--- config.mk ---
export PLATFORM = sky130hd
export DESIGN_NAME = data_mem_arbiter
export DESIGN_NICKNAME = d
export VERILOG_FILES = /design/src/rtl/data_mem_arbiter.sv
export SDC_FILE = /design/constraint.sdc
export NUM_CORES = 1
export LEC_CHECK = 0
export ABC_CLOCK_PERIOD_IN_PS = 1650
export CAP_MARGIN = 10
export CELL_PAD_IN_SITES_DETAIL_PLACEMENT = 0
export CELL_PAD_IN_SITES_GLOBAL_PLACEMENT = 1
export CORE_AREA = 2 2 118 120
export DETAILED_ROUTE_END_ITERATION = 6
export DIE_AREA = 0 0 120 122
export DONT_BUFFER_PORTS = 1
export PLACE_DENSITY_LB_ADDON = 0.1
export SKIP_CTS_REPAIR_TIMING = 1
export SYNTH_ARGS = -nofsm -noshare
export SYNTH_HDL_FRONTEND = slang
export SYNTH_SLANG_ARGS = --single-unit
--- constraint.sdc ---
create_clock -name clk -period 1.65 [get_ports clk]
set_input_delay 0.2475 -clock clk [delete_from_list [all_inputs] [get_ports clk]]
set_output_delay 0.2475 -clock clk [all_outputs]
set_load 0.03 [all_outputs]
--- src/rtl/data_mem_arbiter.sv ---
// Two-port (CPU / debug-loader) arbiter in front of a single-port synchronous data memory.
// Define ARB_ROUND_ROBIN_EN for round-robin on contention; otherwise port 0 has fixed priority.
module data_mem_arbiter #(
   parameter int ABITS = 32,
   parameter int DBITS = 32
) (
   input  logic             clk,
   input  logic             rst_n,
   input  logic             req0,
   input  logic             we0,
   input  logic [ABITS-1:0] addr0,
   input  logic [DBITS-1:0] wdata0,
   input  logic             req1,
   input  logic             we1,
   input  logic [ABITS-1:0] addr1,
   input  logic [DBITS-1:0] wdata1,
   output logic             gnt0,
   output logic             gnt1,
   output logic             done0,
   output logic             done1,
   output logic [DBITS-1:0] rdata0,
   output logic [DBITS-1:0] rdata1,
   output logic             mem_en,
   output logic             mem_we,
   output logic [ABITS-1:0] mem_addr,
   output logic [DBITS-1:0] mem_din,
   input  logic [DBITS-1:0] mem_dout,
   output logic [1:0]       fsm_state
);

   // Handshake: a requester holds reqN/weN/addrN/wdataN until it sees gntN (ISSUE cycle);
   // doneN follows one cycle later (RESP), with rdataN valid in that cycle on a read.
   typedef enum logic [1:0] {
      IDLE  = 2'd0,
      ISSUE = 2'd1,
      RESP  = 2'd2
   } state_t;

   state_t           state;
   logic             cmd_we;
   logic             cmd_port;
   logic             pick1;
   logic             sel_we;
   logic [ABITS-1:0] sel_addr;
   logic [DBITS-1:0] sel_din;

`ifdef ARB_ROUND_ROBIN_EN
   logic             last_gnt;

   // On contention, port 1 wins only if port 0 was granted last.
   always_comb pick1 = req1 & (~req0 | ~last_gnt);
`else
   always_comb pick1 = req1 & ~req0;
`endif

   always_comb begin
      sel_we   = pick1 ? we1    : we0;
      sel_addr = pick1 ? addr1  : addr0;
      sel_din  = pick1 ? wdata1 : wdata0;
   end

   always_ff @(posedge clk or negedge rst_n) begin
      if (!rst_n) begin
         state    <= IDLE;
         cmd_we   <= 1'b0;
         cmd_port <= 1'b0;
         gnt0     <= 1'b0;
         gnt1     <= 1'b0;
         done0    <= 1'b0;
         done1    <= 1'b0;
         mem_en   <= 1'b0;
         mem_we   <= 1'b0;
         mem_addr <= '0;
         mem_din  <= '0;
`ifdef ARB_ROUND_ROBIN_EN
         last_gnt <= 1'b1;
`endif
      end else begin
         gnt0   <= 1'b0;
         gnt1   <= 1'b0;
         done0  <= 1'b0;
         done1  <= 1'b0;
         mem_en <= 1'b0;
         mem_we <= 1'b0;
         case (state)
            IDLE, RESP: begin
               if (req0 | req1) begin
                  state    <= ISSUE;
                  cmd_port <= pick1;
                  cmd_we   <= sel_we;
                  mem_addr <= sel_addr;
                  mem_din  <= sel_din;
                  gnt0     <= ~pick1;
                  gnt1     <= pick1;
                  mem_en   <= ~sel_we;
                  mem_we   <= sel_we;
`ifdef ARB_ROUND_ROBIN_EN
                  last_gnt <= pick1;
`endif
               end else begin
                  state <= IDLE;
               end
            end
            ISSUE: begin
               // Requests are not sampled here; the granted port is still holding its old one.
               state <= RESP;
               done0 <= ~cmd_port;
               done1 <= cmd_port;
            end
            default: state <= IDLE;
         endcase
      end
   end

   // Read data is passed straight through from the memory in the RESP cycle.
   assign rdata0    = (done0 & ~cmd_we) ? mem_dout : '0;
   assign rdata1    = (done1 & ~cmd_we) ? mem_dout : '0;
   assign fsm_state = state;

endmodule

==> flow_summary.toml, run 1 <==
[drt]
routed_via_density = 5.01
top_layer = "met4"
ant_nets = 0
drt_wl_total_mm = 13.7
wl_met2_mm = 7.23
via_count = 3465
drtPass1Iterations = 7
wl_met1_mm = 4.88
wl_per_cell_um = 19.8
wl_met3_mm = 1.33
drc = 0
drt_iter0_markers = 366

[power]
ir_worst_vdd_v = 0.000452
p_leak_nw = 2.77
power.density_nw_per_um2 = 1170
p_int_mw = 3.82
comb_power_share_pct = 20.2
power.switching_mw = 2.27
swShare_pct = 37.3
p_clk_share_pct = 30.9
p_seq_share_pct = 48.8

[synth]
avgSynthCellArea_um2 = 8.74
synth_edf_count = 0
yosysUniqueCellTypes = 16
async_flop_share_pct = 100
ys_ff_latch = 74
synth_ff_type = "dfrtp_1"
yosysMostFrequentCell = "inv_1"
synth_area_leaders = "dfrtp_1 (47%), a222oi_1 (17%), inv_1 (13%)"
ys_top_cells_by_count = "inv_1 (132), dfrtp_1 (74), and2_1 (66)"
synth_seq_area_share_pct = 47.0
ys.warnings.count = 0
mappedNetlistNets = 617
syn-cell-area_um2 = 3940
yosysTopAreaCell = "dfrtp_1"
synth_top_area_share_pct = 47.0
netlist_instances = 451

[critical_path]
cp_data_required_time_ps = 1400
critPathMaxFanout = 32
critPathArrivalTime_ps = 1420
start_kind = "flop"
crit_path_end_kind = "output port"
worstSetupPathType = "flop to output port"

[die]
die_h_um = 122
rows = 43
coreArea_um2 = 13500
fp.dieW_um = 120
initial_utilization_pct = 29.2
die-area_um2 = 14600
io_pins = 302

[grt]
grt_max_degree = 75
grt_util_all_layers_pct = 17.6
grt_pass1_vias = 3315
grt_first_pass_wirelength_mm = 19.5
antenna_found_initial = 1
overflow = 0

[clocking]
cts.sinks = 74
cts-root-buf = "clkbuf_16"
htree_levels = 3
clockBufferDepth = 2
clk_latency_ps = 340
clkSlewWorstSetupHoldPaths_ps = 60
cts_buffers = 9
cts_tree = "yes"

[placement]
io_buffer_count = 0
dp.final_hpwl_mm = 9.98
routabilityCongestion = 0.723
place_ws_ps = 215

[sta]
slew_headroom_pct = 68.7
maxSlewViolCount = 0
finalHoldViolCount = 74
skew_ps = 7.12
layout_min_cycle_time_ps = 1660
worst_pin_slew_ps = 470
setup_viol = 6
fin_crit_sh_pct = 101
fmax_ghz = 0.601
rsz0062_at_grt = "yes"
hold_ws_ps = -399
fin_ws_ps = -12.9

[finish]
fin_nets = 671
fin_util_pct = 38.6
drive_gt1_share_pct = 20.2
area_growth_pct = 32.4

[min_path]
hp-class = "input pin to async pin"

[run_status]
status = "finished with violations"
violations = "negative hold slack, negative setup slack"

[flow_run]
max_cap_viol_count = 0
cell usage in the layout, fill, tap and decap left out:
cell type and count:
a222oi_1 65, clkbuf_1 2, dfrtp_1 73, nor2b_4 2
diode_2 2, clkbuf_16 9, clkinv_2 2, and2_1 62
nor2b_1 2, a22o_1 1, nor2_1 65, a21oi_1 2
inv_1 132, buf_12 10, nand2_1 1, dfrtp_2 1
buf_4 14, nor2b_2 2, nand3b_1 1, o21bai_4 1
buf_6 55, nand2b_1 1, and2_4 4, clkbuf_8 3
logic make-up after synthesis:
| group | Yosys count | share of synthesized area (%) |
|---|---|---|
| buffers and inverters | 168 | 17.5 |
| AND/OR/NAND/NOR | 140 | 18.1 |
| flip-flops | 74 | 47.0 |
| AO/OA/AOI/OAI | 69 | 17.5 |
path summary, 6_finish.rpt:
| kind | endpoint | cells past startpoint | slack, ps | from |
|---|---|---|---|---|
| max in group asynchronous | fsm_state[0] | 0 | 1930 | rst_n |
| min in group clk | mem_din[20] | 2 | 40 | wdata0[20] |
| min reg2reg | done1 | 1 | 480 | cmd_port |
| max | rdata1[2] | 4 | -10 | cmd_we |
| min | mem_addr[6] | 0 | -400 | rst_n |
| max reg2reg | mem_din[1] | 3 | 230 | fsm_state[0] |
critical path, cell delays in order, from the launching register on:
cell,delay [ps]
dfrtp_1,420
nor2b_2,170
buf_12,180
and2_1,170
buf_6,140
layout make-up:
class | count | area (um^2)
sequential | 74 | 1850
inverter | 132 | 495
fill | 1396 | 8290
tap | 180 | 225
timing repair buffer | 79 | 925
clock buffer | 14 | 274
antenna | 2 | 5.00
clock inverter | 2 | 10.0
multi-input combinational | 209 | 1430
power by group through the flow:
stage / combinational [mW] / sequential [mW] / clock [mW]
floorplan: 0.840 / 2.95 / 0
global placement: 1.18 / 3.02 / 0
detailed placement: 1.20 / 3.02 / 0
CTS: 1.20 / 2.99 / 1.95
global route: 1.36 / 3.01 / 2.02
finish: 1.23 / 2.98 / 1.88
stage by stage:
stage | power [mW] | area, um^2 | instances | TNS (ps)
after floorplan | 3.79 | 3940 | 451 | 0
after global placement | 4.19 | 4710 | 674 | 0
after detailed placement | 4.22 | 4710 | 674 | 0
after CTS | 6.13 | 4990 | 690 | -4120
after global routing | 6.39 | 5220 | 692 | -3410
final | 6.09 | 5220 | 692 | -27.0
per-layer routing:
layer / up-vias / GRT usage (%)
li1: 1580 / -
met1: 1669 / 19.1
met2: 201 / 31.3
met3: 15 / 6.46
met4: 0 / 6.69
met5: - / 0
Note: power is estimated with default switching activity, not from simulation.
==> run 2: changes to the inputs <==
--- a/config.mk
+++ b/config.mk
@@ -14,7 +14,9 @@
 export DIE_AREA = 0 0 120 122
 export DONT_BUFFER_PORTS = 1
 export PLACE_DENSITY_LB_ADDON = 0.1
+export RECOVER_POWER = 100
 export SKIP_CTS_REPAIR_TIMING = 1
+export SLEW_MARGIN = 10
 export SYNTH_ARGS = -nofsm -noshare
 export SYNTH_HDL_FRONTEND = slang
 export SYNTH_SLANG_ARGS = --single-unit
==> run 2 against run 1 <==
  * The run still ends with negative hold slack, negative setup slack left
  * Critical path type unchanged
  * Total power decreased by 0.32%
  * Wire length increased by 0.61%
  * Non-clock buffer count is the same
==> flow_summary.toml, run 2 (same netlist as run 1, synthesis figures left out) <==
[finish]
n_fill_cell = 1402
fin_nets = 671
seqCellArea_um2 = 1850
finalNonFillerCells = 692
final_cell_mix = "inv_1 (132), dfrtp_1 (74), nor2_1 (65), a222oi_1 (65), and2_1 (61)"
drive_gt1_share_pct = 18.8
multiInputGateArea_um2 = 1420
area_growth_pct = 31.7
final_common_cell = "inv_1"

[placement]
routabilityCongestion = 0.723
dp.final_hpwl_mm = 9.98
post-place-cells = 674
place_ws_ps = 215
io_buffer_count = 0

[flow_run]
max_cap_viol_count = 0

[clocking]
cts_buffers = 9
clockBufferDepth = 2
htree_levels = 3
cts-root-buf = "clkbuf_16"
clkSlewWorstSetupHoldPaths_ps = 60
clk_latency_ps = 340
cts_tree = "yes"
cts.sinks = 74

[power]
p_leak_nw = 2.75
ir_worst_vdd_v = 0.000452
finalPower_mw = 6.07
power.density_nw_per_um2 = 1170

[grt]
grt_use_met1_pct = 19.1
grt_first_pass_wirelength_mm = 19.5
use_met2_pct = 31.3
antenna_found_initial = 1
grt_pass1_vias = 3315
use_met3_pct = 6.46
grt_max_degree = 75
top_usage_layer = "met2"
grt_util_all_layers_pct = 17.6
overflow = 0

[sta]
fmax_ghz = 0.601
fin_ws_ps = -13.5
worst_pin_slew_ps = 496
hold_ws_ps = -398
rsz0062_at_grt = "yes"
maxSlewViolCount = 0
finalHoldViolCount = 74
fin_crit_sh_pct = 101
layout_min_cycle_time_ps = 1660
skew_ps = 8.17
setup_viol = 5
slew_headroom_pct = 66.9

[drt]
routed_via_density = 5.04
ant_nets = 0
drt_iter0_markers = 352
drt_wl_total_mm = 13.8
drtPass1Iterations = 7
via_count = 3488
wl_per_cell_um = 19.9
drc = 0

[critical_path]
cp_data_required_time_ps = 1400
cpPeakStageDelay_ps = 420
start_kind = "flop"
path_buf_inv = 2
cp_cell_sequence = "nor2b_2 -> buf_12 -> and2_1 -> buf_6"
crit_family = "flip-flops"
worstSetupPathType = "flop to output port"
critPathMaxFanout = 32
slowest_stage = "dfrtp_1"
crit_path_end_kind = "output port"
critPathArrivalTime_ps = 1420

[min_path]
hp-class = "input pin to async pin"

[die]
initial_utilization_pct = 29.2
rows = 43
coreArea_um2 = 13500
io_pins = 302
fp.dieW_um = 120
die-area_um2 = 14600
die_h_um = 122

[run_status]
violations = "negative hold slack, negative setup slack"
status = "finished with violations"
[run 2: through the flow]
| stage | instance area [um^2] | utilization (%) | TNS (ps) |
|---|---|---|---|
| after CTS | 4990 | 37.0 | -4120 |
| after global routing | 5190 | 38.4 | -3430 |
| final | 5190 | 38.4 | -23.4 |
| after global placement | 4710 | 34.9 | 0 |
| after detailed placement | 4710 | 34.9 | 0 |
| after floorplan | 3940 | - | 0 |
[run 2: where the power goes]
part | switching [mW] | internal, mW | total, mW | leakage, nW
clock | 0.746 | 1.14 | 1.88 | 0.143
sequential | 0.846 | 2.13 | 2.97 | 0.829
combinational | 0.681 | 0.534 | 1.21 | 1.77
[run 2: per-layer routing]
layer | wire length, um | part of all wire (%)
met5 | 0 | 0
met4 | 262 | 1.9
met3 | 1360 | 9.8
met2 | 7330 | 53
met1 | 4830 | 35
[run 2: final timing paths]
path | to | depth (start not counted) | slack (ps) | from
max reg2reg | mem_din[1] | 3 | 170 | fsm_state[0]
min reg2reg | done1 | 1 | 490 | cmd_port
min in group clk | mem_din[20] | 2 | 40 | wdata0[20]
max | rdata1[2] | 4 | -10 | cmd_we
max in group asynchronous | mem_addr[0] | 0 | 1940 | rst_n
min | mem_addr[6] | 0 | -400 | rst_n
[run 2: cell type report]
class	count	area share, %
flip-flops and latches	74	35.7
multi-input cells	209	27.4
repair buffers	79	17.5
inverters	132	9.55
clock buffers	14	5.28
well taps	180	4.34
clock inverters	2	0.193
diodes	2	0.0964
==> patch, RTL diff (config.mk and constraints of run 2) <==
Add a define of `ARB_ROUND_ROBIN_EN`.
--- a/src/rtl/data_mem_arbiter.sv
+++ b/src/rtl/data_mem_arbiter.sv
@@ -1,5 +1,7 @@
 // Two-port (CPU / debug-loader) arbiter in front of a single-port synchronous data memory.
 // Define ARB_ROUND_ROBIN_EN for round-robin on contention; otherwise port 0 has fixed priority.
+`define ARB_ROUND_ROBIN_EN
+
 module data_mem_arbiter #(
    parameter int ABITS = 32,
    parameter int DBITS = 32
Function: changed (a bounded check fails within 4 cycles, from zero or initial values and one cycle with rst_n low).
==> patch against run 2 <==
The run still ends with hold timing, setup timing left; total power grew 12%; hold slack gained 1.4 ps; highest routed layer unchanged; routed wire length shrank 2.5%; area after synthesis shrank 4.2%; count of clock-buffer cells in the layout shrank 3; first-iteration DRC count shrank 52%; non-clock buffer count grew 3; worst setup slack lost 21 ps; cell area shrank 6.0%; largest cell class unchanged; critical endpoint is now rdata1[25]; sequential cell count grew 1.
==> patch: results (changes against run 2) <==
stage,metric,value,unit,change
sta,post-route setup slack,-34.8,ps,-21.4 ps
sta,Worst slew margin,0.553,,-0.116
clock_tree,level count of the clock H-tree,3,,unchanged
synth,Async SR Flop Fraction,1.00,,unchanged
sta,final setup fails,34,,+29
synth,Ys Warns,0,,unchanged
status,violated checks,"hold timing, setup timing",,
place,gp weighted congestion,0.720,,-0.48%
flow_run,Max Cap Viol,0,,unchanged
power_and_ir_drop,Max IR drop VDD,0.543,mV,+20%
critical_path,Worst EP arrival,1440,ps,+20 ps
sta,hold slack,-397,ps,+1.39 ps
synth,Compound-Gate Fraction of Synth Area,0.173,,-0.00158
place,Cells after DPL,628,,-6.8%
critical_path,crit path from,cmd_we,,
global_routing,initial antenna violation count,0,,-1
power_and_ir_drop,Leakage,2.24,nW,-18%
synth,XOR/XNOR Fraction of Synth Area,0,,unchanged
route,drt pass-1 iters,7,,unchanged
critical_path,Reg2Reg Depth,5,,+2
finish,share of layout cells above drive strength 1,0.236,,+0.0478
finish,fin cells,646,,-6.6%
clock_tree,Clock Tree Root,clkbuf_16,,
clock_tree,later-pin clock latency in the skew report,330,ps,
synth,Synth cell types,23,,+7
critical_path,Worst Setup EP,rdata1[25],,
synth,Post-Syn Nets,573,,-7.1%
finish,Ant. Diodes,0,,-2
route,via-per-instance ratio,5.27,,+4.5%
route,drt drc,0,,unchanged
synth,Synth Instances,407,,-9.8%
synth,post-synthesis mux area share,0.00265,,+0.00265
global_routing,first-pass GRT wire length,19600,µm,+0.71%
global_routing,via count of the first global-routing pass,3409,,+2.8%
synth,synth top area cells,"dfrtp_1, and2_1, a32oi_1, nand2_1, nand3_1",,
critical_path,Crit Reg-Reg Endpoint,mem_din[24],,
global_routing,Total GRT Usage,0.174,,-0.00176
sta,clock skew,9.57,ps,+1.40 ps
status,status,"complete, but fails checks",,
critical_path,Reg-to-Reg Start,fsm_state[0],,
clock_tree,largest buffer count on any clock path,2,,unchanged
clock_tree,Clock Pin Slew Worst Setup and Hold Paths,60,ps,about the same
global_routing,largest net degree at the start of global routing,76,,+1.3%
synth,commonest cells in the netlist,"dfrtp_1, and2_1, nand2_1",,
sta,Final TNS setup,-494,ps,-471 ps
critical_path,flop2flop setup slack,80,ps,-90 ps
min_path,Tightest Hold Check Type,in -> async,,
synth,post-synthesis sequential area ratio,0.498,,+0.0277
route,Initial DRC Count,170,,-52%
critical_path,"Max FO, Critical Path",16,,-50%
sta,Final Hold Fails,75,,+1.4%
place,pre-CTS setup slack,168,ps,-46.6 ps
synth,Adder-Cell Fraction of Synth Area,0,,unchanged
route,final wirelength,13400,µm,-2.5%
place,Post-DP HPWL,9490,µm,-4.9%
place,Area after DPL,0.00442,mm²,-6.1%
==> patch: final cells by class <==
class | count | area, µm²
Multi-Input combinational cell | 291 | 1680
Sequential cell | 75 | 1880
Fill cell | 1418 | 8620
Clock buffer | 11 | 243
Tap cell | 180 | 225
Timing Repair Buffer | 82 | 764
Clock inverter | 5 | 85.1
Inverter | 2 | 7.51
==> patch: worst min path at each step <==
stage | start | cells after the start | to | slack [ps]
after detailed placement | rst_n | 0 | mem_addr[29] | -50
after global placement | rst_n | 0 | mem_addr[27] | -50
final | rst_n | 0 | mem_addr[29] | -400
after floorplan | rst_n | 0 | cmd_port | -50
after CTS | rst_n | 0 | mem_din[31] | -410
after global routing | rst_n | 0 | mem_addr[17] | -420
==> patch: kinds of logic (layout without fill, tap and decap cells) <==
| logic type | after synthesis | after routing |
|---|---|---|
| multiplexers | 1 | 1 |
| AO/OA/AOI/OAI | 88 | 88 |
| AND/OR/NAND/NOR | 202 | 202 |
| buffers and inverters | 41 | 100 |
| flip-flops | 75 | 75 |
==> patch: power by group <==
part	internal [W]	total [W]	switching, W
sequential	0.00224	0.00335	0.00111
combinational	0.000509	0.00132	0.000815
clock	0.00137	0.00215	0.000774
total	0.00413	0.00683	0.00270
==> patch: critical path: stages (launching register included) <==
cell and delay (ps):
dfrtp_2 440, nor2b_4 190, clkbuf_16 190, and2_1 120, buf_4 160
==> patch: routing by layer <==
layer / GRT usage / wire length, µm / vias to the layer above
li1: - / - / 1533
met1: 0.202 / 4810 / 1657
met2: 0.302 / 7220 / 198
met3: 0.0581 / 1220 / 16
met4: 0.0610 / 184 / 0
met5: 0 / 0 / -
